--- src/rtl/cfeb_data_rcvr.sv ---
// CFEB readout link receiver: frames 16-bit pushed words into fixed-size blocks, checks word
// count and CRC, and writes tagged words {blk_err, end_flag, word} to a downstream FIFO.
module cfeb_data_rcvr #(
    parameter int unsigned Words = 97,
    parameter int unsigned Tmo   = 255,
    parameter int unsigned Tmr   = 1
) (
    input  logic        clk_i,
    input  logic        rst_ni,
    input  logic [15:0] din_i,
    input  logic        lpush_b_i,
    input  logic        endword_i,
    input  logic        dataavail_i,
    input  logic        overlap_i,
    input  logic        fifo_full_i,
    input  logic        err_clr_i,
    output logic        fifo_we_o,
    output logic [17:0] fifo_data_o,
    output logic        blk_done_o,
    output logic        crc_err_o,
    output logic        wc_err_o,
    output logic        tmo_err_o,
    output logic        ovfl_err_o,
    output logic        ovlp_seen_o,
    output logic [7:0]  blk_cnt_o
);
    typedef enum logic [1:0] {StIdle, StWait, StRecv, StDone} state_e;

    localparam int unsigned      TcntW   = $clog2(Tmo + 1);
    localparam int unsigned      VecW    = 2 + 7 + 16 + 8 + TcntW;
    localparam logic [6:0]       WordsC  = 7'(Words);
    localparam logic [TcntW-1:0] TmoLast = TcntW'(Tmo - 1);
    localparam logic [TcntW-1:0] TcntOne = TcntW'(1);

    logic [15:0] din_q;
    logic        push_q, end_q, ovlp_q, dav_q;

    always_ff @(posedge clk_i or negedge rst_ni) begin
        if (!rst_ni) begin
            din_q  <= '0;
            push_q <= 1'b0;
            end_q  <= 1'b0;
            ovlp_q <= 1'b0;
            dav_q  <= 1'b0;
        end else begin
            din_q  <= din_i;
            push_q <= ~lpush_b_i;
            end_q  <= endword_i;
            ovlp_q <= overlap_i;
            dav_q  <= dataavail_i;
        end
    end

    // FSM state and counters travel as one vector so they can be stored once or triplicated.
    state_e           state_q, state_d;
    logic [6:0]       wcnt_q, wcnt_d;
    logic [15:0]      crc_q, crc_d;
    logic [7:0]       blk_cnt_q, blk_cnt_d;
    logic [TcntW-1:0] tcnt_q, tcnt_d;
    logic [VecW-1:0]  vec_d, vec_v;

    assign vec_d = {state_d, wcnt_d, crc_d, blk_cnt_d, tcnt_d};
    assign state_q = state_e'(vec_v[VecW-1 -: 2]);
    assign {wcnt_q, crc_q, blk_cnt_q, tcnt_q} = vec_v[VecW-3:0];

    if (Tmr != 0) begin : g_tmr
        logic [VecW-1:0] c0_q, c1_q, c2_q;
        always_ff @(posedge clk_i or negedge rst_ni) begin
            if (!rst_ni) begin
                c0_q <= '0;
                c1_q <= '0;
                c2_q <= '0;
            end else begin
                c0_q <= vec_d;
                c1_q <= vec_d;
                c2_q <= vec_d;
            end
        end
        // Bitwise majority: a single upset copy is outvoted and rewritten on the next edge.
        assign vec_v = (c0_q & c1_q) | (c0_q & c2_q) | (c1_q & c2_q);
    end else begin : g_single
        logic [VecW-1:0] c0_q;
        always_ff @(posedge clk_i or negedge rst_ni) begin
            if (!rst_ni) c0_q <= '0;
            else         c0_q <= vec_d;
        end
        assign vec_v = c0_q;
    end

    logic [15:0] crc_base, crc_upd;
    logic [6:0]  wcnt_base, wcnt_inc;
    logic        ovlp_base, accept, write_due, dav_rise;
    logic [17:0] wdata;
    logic        crc_ev, wc_ev, tmo_ev;
    logic        ovlp_acc_q, ovlp_acc_d, ovlp_seen_q, ovlp_seen_d;
    logic        fifo_we_q;
    logic [17:0] fifo_data_q;
    logic        crc_err_q, wc_err_q, tmo_err_q, ovfl_err_q;

    assign dav_rise = dataavail_i & ~dav_q;
    assign crc_upd  = {crc_base[14:0], 1'b0} ^ (crc_base[15] ? 16'h1021 : 16'h0000) ^ din_q;
    assign wcnt_inc = wcnt_base + 7'd1;

    always_comb begin
        state_d     = state_q;
        wcnt_d      = wcnt_q;
        crc_d       = crc_q;
        blk_cnt_d   = blk_cnt_q;
        tcnt_d      = tcnt_q;
        ovlp_acc_d  = ovlp_acc_q;
        ovlp_seen_d = ovlp_seen_q;
        crc_base    = crc_q;
        wcnt_base   = wcnt_q;
        ovlp_base   = ovlp_acc_q;
        accept      = 1'b0;
        write_due   = 1'b0;
        wdata       = '0;
        crc_ev      = 1'b0;
        wc_ev       = 1'b0;
        tmo_ev      = 1'b0;
        unique case (state_q)
            StIdle, StDone: begin
                crc_base  = '0;
                wcnt_base = '0;
                ovlp_base = 1'b0;
                if (push_q) begin
                    accept = 1'b1;
                end else if (dav_rise) begin
                    state_d = StWait;
                    tcnt_d  = '0;
                end else begin
                    state_d = StIdle;
                end
            end
            StWait: begin
                crc_base  = '0;
                wcnt_base = '0;
                ovlp_base = 1'b0;
                if (push_q) begin
                    accept = 1'b1;
                end else if (tcnt_q == TmoLast) begin
                    tmo_ev  = 1'b1;
                    state_d = StIdle;
                end else begin
                    tcnt_d = tcnt_q + TcntOne;
                end
            end
            StRecv:  accept = push_q;
            default: state_d = StIdle;
        endcase

        if (accept) begin
            state_d    = StRecv;
            ovlp_acc_d = ovlp_base | ovlp_q;
            crc_d      = crc_base;
            wcnt_d     = wcnt_base;
            if (wcnt_base == WordsC) begin
                // Block already holds its full word count: extra words are dropped.
                wc_ev = 1'b1;
            end else begin
                wcnt_d    = wcnt_inc;
                write_due = 1'b1;
                if (end_q) begin
                    crc_ev = (din_q != crc_base);
                    wc_ev  = (wcnt_inc != WordsC);
                    wdata  = {crc_ev | wc_ev, 1'b1, din_q};
                end else begin
                    crc_d = crc_upd;
                    wdata = {2'b00, din_q};
                end
            end
            if (end_q) begin
                state_d     = StDone;
                blk_cnt_d   = blk_cnt_q + 8'd1;
                ovlp_seen_d = ovlp_base | ovlp_q;
            end
        end
    end

    always_ff @(posedge clk_i or negedge rst_ni) begin
        if (!rst_ni) begin
            fifo_we_q   <= 1'b0;
            fifo_data_q <= '0;
            crc_err_q   <= 1'b0;
            wc_err_q    <= 1'b0;
            tmo_err_q   <= 1'b0;
            ovfl_err_q  <= 1'b0;
            ovlp_acc_q  <= 1'b0;
            ovlp_seen_q <= 1'b0;
        end else begin
            fifo_we_q <= write_due & ~fifo_full_i;
            if (write_due && !fifo_full_i) fifo_data_q <= wdata;
            crc_err_q   <= (crc_err_q & ~err_clr_i) | crc_ev;
            wc_err_q    <= (wc_err_q & ~err_clr_i) | wc_ev;
            tmo_err_q   <= (tmo_err_q & ~err_clr_i) | tmo_ev;
            ovfl_err_q  <= (ovfl_err_q & ~err_clr_i) | (write_due & fifo_full_i);
            ovlp_acc_q  <= ovlp_acc_d;
            ovlp_seen_q <= ovlp_seen_d;
        end
    end

    assign fifo_we_o   = fifo_we_q;
    assign fifo_data_o = fifo_data_q;
    assign blk_done_o  = (state_q == StDone);
    assign crc_err_o   = crc_err_q;
    assign wc_err_o    = wc_err_q;
    assign tmo_err_o   = tmo_err_q;
    assign ovfl_err_o  = ovfl_err_q;
    assign ovlp_seen_o = ovlp_seen_q;
    assign blk_cnt_o   = blk_cnt_q;

endmodule
--- config.mk ---
export PLATFORM = sky130hd
export DESIGN_NAME = cfeb_data_rcvr
export DESIGN_NICKNAME = d
export VERILOG_FILES = /design/src/rtl/cfeb_data_rcvr.sv
export SDC_FILE = /design/constraint.sdc
export NUM_CORES = 1
export LEC_CHECK = 0
export ABC_AREA = 1
export BUFFER_PORTS_ARGS = -buffer_cell sky130_fd_sc_hd__buf_2
export CORE_UTILIZATION = 55
export DETAILED_ROUTE_END_ITERATION = 8
export PLACE_DENSITY = 0.76
export SLEW_MARGIN = 5
export SYNTH_ARGS = -nofsm -noshare
export SYNTH_HDL_FRONTEND = slang
export SYNTH_SLANG_ARGS = --single-unit
--- constraint.sdc ---
create_clock -name clk_i -period 2.7 [get_ports clk_i]
set_input_delay 0.405 -clock clk_i [delete_from_list [all_inputs] [get_ports clk_i]]
set_output_delay 0.405 -clock clk_i [all_outputs]
set_load 0.005 [all_outputs]
### Word-level counts from Yosys, hierarchy flattened

Cells that the tools add are included.
W data, S select, Z words.

* add/subtract/negate cells: 3
* equal/unequal tests: 7
* multiplexer cells: 39
* bitwise logic cells: 22
* reductions and logical operators: 6

Operator list (count)
* $or A41 B41 Y41: 2
* $mux W16: 4
* $mux W18: 3
* $mux W8: 6
* $and A41 B41 Y41: 1
* $mux W7: 3
* $add A8 B1 Y8 const B: 2
* $ne A16 B16 Y1: 1
* $pmux W8 S2: 1
* $xor A16 B13 Y16: 1
* $xor A16 B16 Y16: 1
* $mux W1: 15
* $mux W13: 1
* $eq A8 B8 Y1 const B: 1
* $mux W2: 4
* $add A7 B1 Y7 const B: 1
* $and A1 B1 Y1: 7
* $eq A7 B7 Y1 const B: 1
* $ne A7 B7 Y1 const B: 1
* $or A1 B1 Y1: 6
* $eq A2 B2 Y1 const B: 2
* $not A1 Y1: 4
* $pmux W2 S2: 1
* $reduce_or A3 Y1: 1
* 7 further kinds: 7

* register bits: 86
* bits of input ports: 24
* output and inout port bits: 33
* word-level logic and storage cells: 91

### Logic depth before layout (Yosys ltp)

* depth after elaboration: 12
* mapped depth: 17
* mapped depth without buffers: 15

### Worst setup path after synthesis

No wires, ideal clock.

* path kind: reg-to-reg
* start point: register g_tmr.c2_q[39]
* end point: register fifo_data_q[16], in the netlist fifo_data_o[16]
* setup time: 119 ps
* arrival: 1984 ps
* data required time: 2581 ps
* slack: 597 ps
* cell stages (with the launch flop): 16
* buffers on the path: 3
* period minus slack after synthesis: 2103 ps
* cell sequence: dfrtp_1 > inv_1 > ha_1 > buf_6 > buf_2 > nand2_1 > inv_1 > ha_1 > nand3_1 > nand3b_4 > nand2_2 > nor2_4 > inv_4 > buf_6 > nand2_1 > o21ai_2

* cells in the longest elaborated chain, start to end: 10
* elaborated cells on any way between the ends: 16
* classes of those cells: 4 x eq/ne; 6 x mux; 3 x bitwise; 3 x reduce/logical

Ends and longest elaborated chain
* from (decl): RTL line 67 `logic [VecW-1:0] c0_q, c1_q, c2_q;`
* from (signal assigned): RTL line 76 `c2_q <= vec_d;`
* $and A41 B41 Y41 *: RTL line 80 `assign vec_v = (c0_q & c1_q) | (c0_q & c2_q) | (c1_q & c2_q);`
* $or A41 B41 Y41: RTL line 80
* $or A41 B41 Y41 *: RTL line 80
* $eq A2 B2 Y1, or another cell as far along: RTL line 121 `unique case (state_q)`
* $reduce_or A3 Y1 (no line)
* $mux W7: RTL line 121
* $eq A7 B7 Y1: RTL line 157 `if (wcnt_base == WordsC) begin`
* $mux W1: RTL line 157
* $mux W1: RTL line 152 `if (accept) begin`
* $logic_and A1 B1 Y1: RTL line 192 `if (write_due && !fifo_full_i) fifo_data_q <= wdata;`
* to (signal assigned): RTL line 192
* to (decl): RTL line 97 `logic [17:0] fifo_data_q;`

Mark *: on every way between the ends. The rest lies on a longest branch, timed or not.
A chain may end at the register's enable or synchronous reset.

### Worst setup path after layout

* start point: register g_tmr.c2_q[39]
* end point: register fifo_data_q[17], in the netlist fifo_data_o[17]

* cells in the longest elaborated chain, start to end: 12
* elaborated cells on any way between the ends: 22
* classes of those cells: 1 x add/sub; 6 x eq/ne; 8 x mux; 4 x bitwise; 3 x reduce/logical

Ends and longest elaborated chain
* $and A41 B41 Y41 *: RTL line 80
* $or A41 B41 Y41: RTL line 80
* $or A41 B41 Y41 *: RTL line 80
* $eq A2 B2 Y1, or another cell as far along: RTL line 121
* $reduce_or A3 Y1 (no line)
* $mux W7: RTL line 121
* $add A7 B1 Y7: RTL line 102 `assign wcnt_inc = wcnt_base + 7'd1;`
* $ne A7 B7 Y1: RTL line 165 `wc_ev = (wcnt_inc != WordsC);`
* $or A1 B1 Y1: RTL line 166 `wdata = {crc_ev | wc_ev, 1'b1, din_q};`
* $mux W18: RTL line 163 `if (end_q) begin`
* $mux W18: RTL line 157
* $mux W18: RTL line 152

Marks and branches as above.

==> flow_metrics.env <==
export IMPL_cts_tree="done"
export IMPL_status="complete, no violations"
export IMPL_max_stage_delay_ns=0.48
export IMPL_first_global_vias=3521
export IMPL_crit_path_cell_trace="inv_1 > ha_1 > buf_4 > nand2_1 > nand2_1 > nand3_1 > nor2_1 > nand2_1 > nor2_1 > nand2_1 > nand2_1 > nand2_1"
export IMPL_track_usage_pct=24.0
export IMPL_syn_avg_cell_area_um2=8.38
export IMPL_top_register="g_tmr.c2_q"
export IMPL_vdd_drop_max_v=0.000363
export IMPL_reg2reg_setup_slack_ns=0.27
export IMPL_crit_fanout=38
export IMPL_die_area_um2=8420
export IMPL_setup_viol=0
export IMPL_drive_gt1_share_pct=20.7
export IMPL_post_drt_wl_per_cell_um=13.3
export IMPL_min_period_over_period_pct=90.2
export IMPL_placed_cells=667
export IMPL_startpoint_type="register"
export IMPL_power_density_nw_per_um2=677
export IMPL_finalNonFillerCells=683
export IMPL_htree_levels=3
export IMPL_globalplace_congestion=0.884
export IMPL_layout_common_cells="nand2_1, dfrtp_1, buf_2"
export IMPL_drc=0
export IMPL_syn_nets=562
export IMPL_cts_buffers=9
export IMPL_layout_core_utilization_pct=63.6
export IMPL_antenna_found_initial=0
export IMPL_cp_buffers_inverters=2
export IMPL_num_vias=3526
export IMPL_core_um2=7770
export IMPL_rsz0062_at_grt="false"
export IMPL_grt_max_degree=59
export IMPL_wl_mm=9.11
export IMPL_drv_cap=0
export IMPL_r2r_start="g_tmr.c2_q[39]"
export IMPL_ant_nets=0
export IMPL_finalSetupTns_ns=0
export IMPL_critPathKind="register to register"
export IMPL_postSynthCellCount=529
export IMPL_start_util_pct=57.1
export IMPL_min_path_type="primary input to register"
export IMPL_yosys_warnings=0
export IMPL_max_slew_margin_pct=65.7
export IMPL_fmax_mhz=411
export IMPL_via_per_inst=5.16
export IMPL_synth_seq_cells=86
export IMPL_r2r_end="fifo_data_o[17]"
export IMPL_drv_slew=0
export IMPL_synthArstFlopShare_pct=100
export IMPL_grt_pass1_wl_mm=16.0
export IMPL_crit_required_ns=2.94
export IMPL_ys_types=35
export IMPL_ios=57
export IMPL_syn_area_um2=4430
export IMPL_reg2reg_depth=12
export IMPL_hold_violations=0
export IMPL_synth_edf_count=0
export IMPL_syn_to_final_growth_pct=11.4
export IMPL_layout_commonest_cell="nand2_1"
export IMPL_whs_endpoint="din_q[5]"
export IMPL_die_w_um=91.8
export IMPL_fin_crit_ns=2.43
export IMPL_worstMarginPinSlew_ns=0.511
export IMPL_place_hpwl_mm=6.46
export IMPL_cp_slowest_cell="buf_4"
export IMPL_nets=610
export IMPL_drtIter0Drc=158
export IMPL_cpMostUsedCell="nand2_1"
export IMPL_clock_path_buffers=2
export IMPL_worstHoldStart="din_i[5]"
export IMPL_clk_pin_slew_worst_paths_ns=0.08
export IMPL_whs_path_depth=1
export IMPL_power_mw=3.34
export IMPL_cts_sinks=86
export IMPL_clkLatencyLatePin_ns=0.35
export IMPL_cp_top_family="simple AND/OR/NAND/NOR gates"
export IMPL_io_buffer_count=56
export IMPL_seq_area_frac_synth_pct=48.6
export IMPL_largest_reg_flops=41
export IMPL_num_rows=32
export IMPL_worst_clock_skew_ns=0.00619
export IMPL_ys_flop_type="dfrtp_1"
export IMPL_crit_path_end_kind="register"
export IMPL_p_leak_nw=2.59
export IMPL_cts_root_buf="clkbuf_8"
export IMPL_crit_arrival_ns=2.68
export IMPL_antenna_cells=0
export IMPL_drtPass1Iterations=4
export IMPL_die_y_um=91.8
export IMPL_nFillCells=688
export IMPL_grt_overflow=0
export IMPL_hold_slack_ns=0.152
[cell families after synthesis]
kind of cell | synth area share (%)
adder cells (fa/ha/maj) | 2.54
AO/OA/AOI/OAI | 8.24
XOR/XNOR | 4.74
buffers and inverters | 8.33
flip-flops | 48.6
AND/OR/NAND/NOR | 27.6
[area by class of cell]
| type | count | area [um^2] | share of cell area [%] |
|---|---|---|---|
| inverter | 50 | 190 | 3.85 |
| sequential | 86 | 2150 | 43.6 |
| tap | 102 | 128 | 2.58 |
| multi-input combinational | 369 | 1910 | 38.7 |
| clock buffer | 12 | 155 | 3.14 |
| timing repair buffer | 61 | 335 | 6.79 |
| clock inverter | 3 | 67.6 | 1.37 |
[through the flow]
stage / setup WS [ns] / area, um^2
floorplan: 0.597 / 4430
global placement: 0.395 / 4710
detailed placement: 0.326 / 4710
CTS: 0.315 / 4940
global route: 0.0705 / 4940
finish: 0.265 / 4940
[power by group]
part / internal (mW) / switching [mW] / total, mW
registers: 1.45 / 0.144 / 1.59
logic: 0.288 / 0.449 / 0.737
clock network: 0.567 / 0.443 / 1.01
[synthesized netlist by cell type (2+ instances only)]
cell      number  share of area, %
buf_6          6               1.5
xnor2_1        5              0.99
clkbuf_1       4              0.34
nand3_1       43               4.9
ha_1           9               2.5
o211ai_1       5              0.85
inv_2          6              0.51
o22ai_1        2              0.28
buf_4         11               1.9
inv_1         42               3.6
nand4_1        7              0.99
nand2_1      188                16
buf_2          2              0.23
nor3_2         2              0.45
o21ai_2       17               3.4
a21oi_1        8              0.90
xor2_1        19               3.8
nor2_1        20               1.7
dfrtp_1       86                49
o21ai_0       18               2.0
o21ai_1        2              0.23
nand2_2       12               1.7
nor2_2         3              0.42
[per-layer routing]
metal / up-vias / part of all wire (%) / routed length, um / GRT usage (%)
met5: - / 0 / 0 / 0
met4: 0 / 1.5 / 137 / 7.81
met3: 14 / 3.7 / 333 / 5.89
met2: 63 / 51 / 4650 / 42.5
met1: 1688 / 44 / 3990 / 28.5
li1: 1761 / - / - / -
[worst max path at each step]
stage	to	from	cells after the start	slack [ns]
finish	fifo_data_o[17]	g_tmr.c2_q[39]	12	0.27
global route	fifo_data_o[17]	g_tmr.c2_q[39]	12	0.07
CTS	fifo_data_o[17]	g_tmr.c2_q[39]	12	0.31
detailed placement	fifo_data_o[17]	g_tmr.c2_q[39]	12	0.33
global placement	fifo_data_o[17]	g_tmr.c2_q[39]	12	0.40
floorplan	fifo_data_o[16]	g_tmr.c2_q[39]	15	0.60
[worst reg2reg max path, stage by stage (launching register included)]
cell	delay, ns
dfrtp_1	0.44
inv_1	0.08
ha_1	0.37
buf_4	0.49
nand2_1	0.19
nand2_1	0.10
nand3_1	0.07
nor2_1	0.15
nand2_1	0.07
nor2_1	0.18
nand2_1	0.08
nand2_1	0.06
nand2_1	0.04
[timing repair]
action | CTS | global route
setup endpoints to repair | 0 | 0
gates resized for setup | 0 | 0
endpoints found under the hold margin | 28 | 0
buffers inserted | 0 | 0
hold buffers | 1 | 0
(Power assumes the default switching activity.)
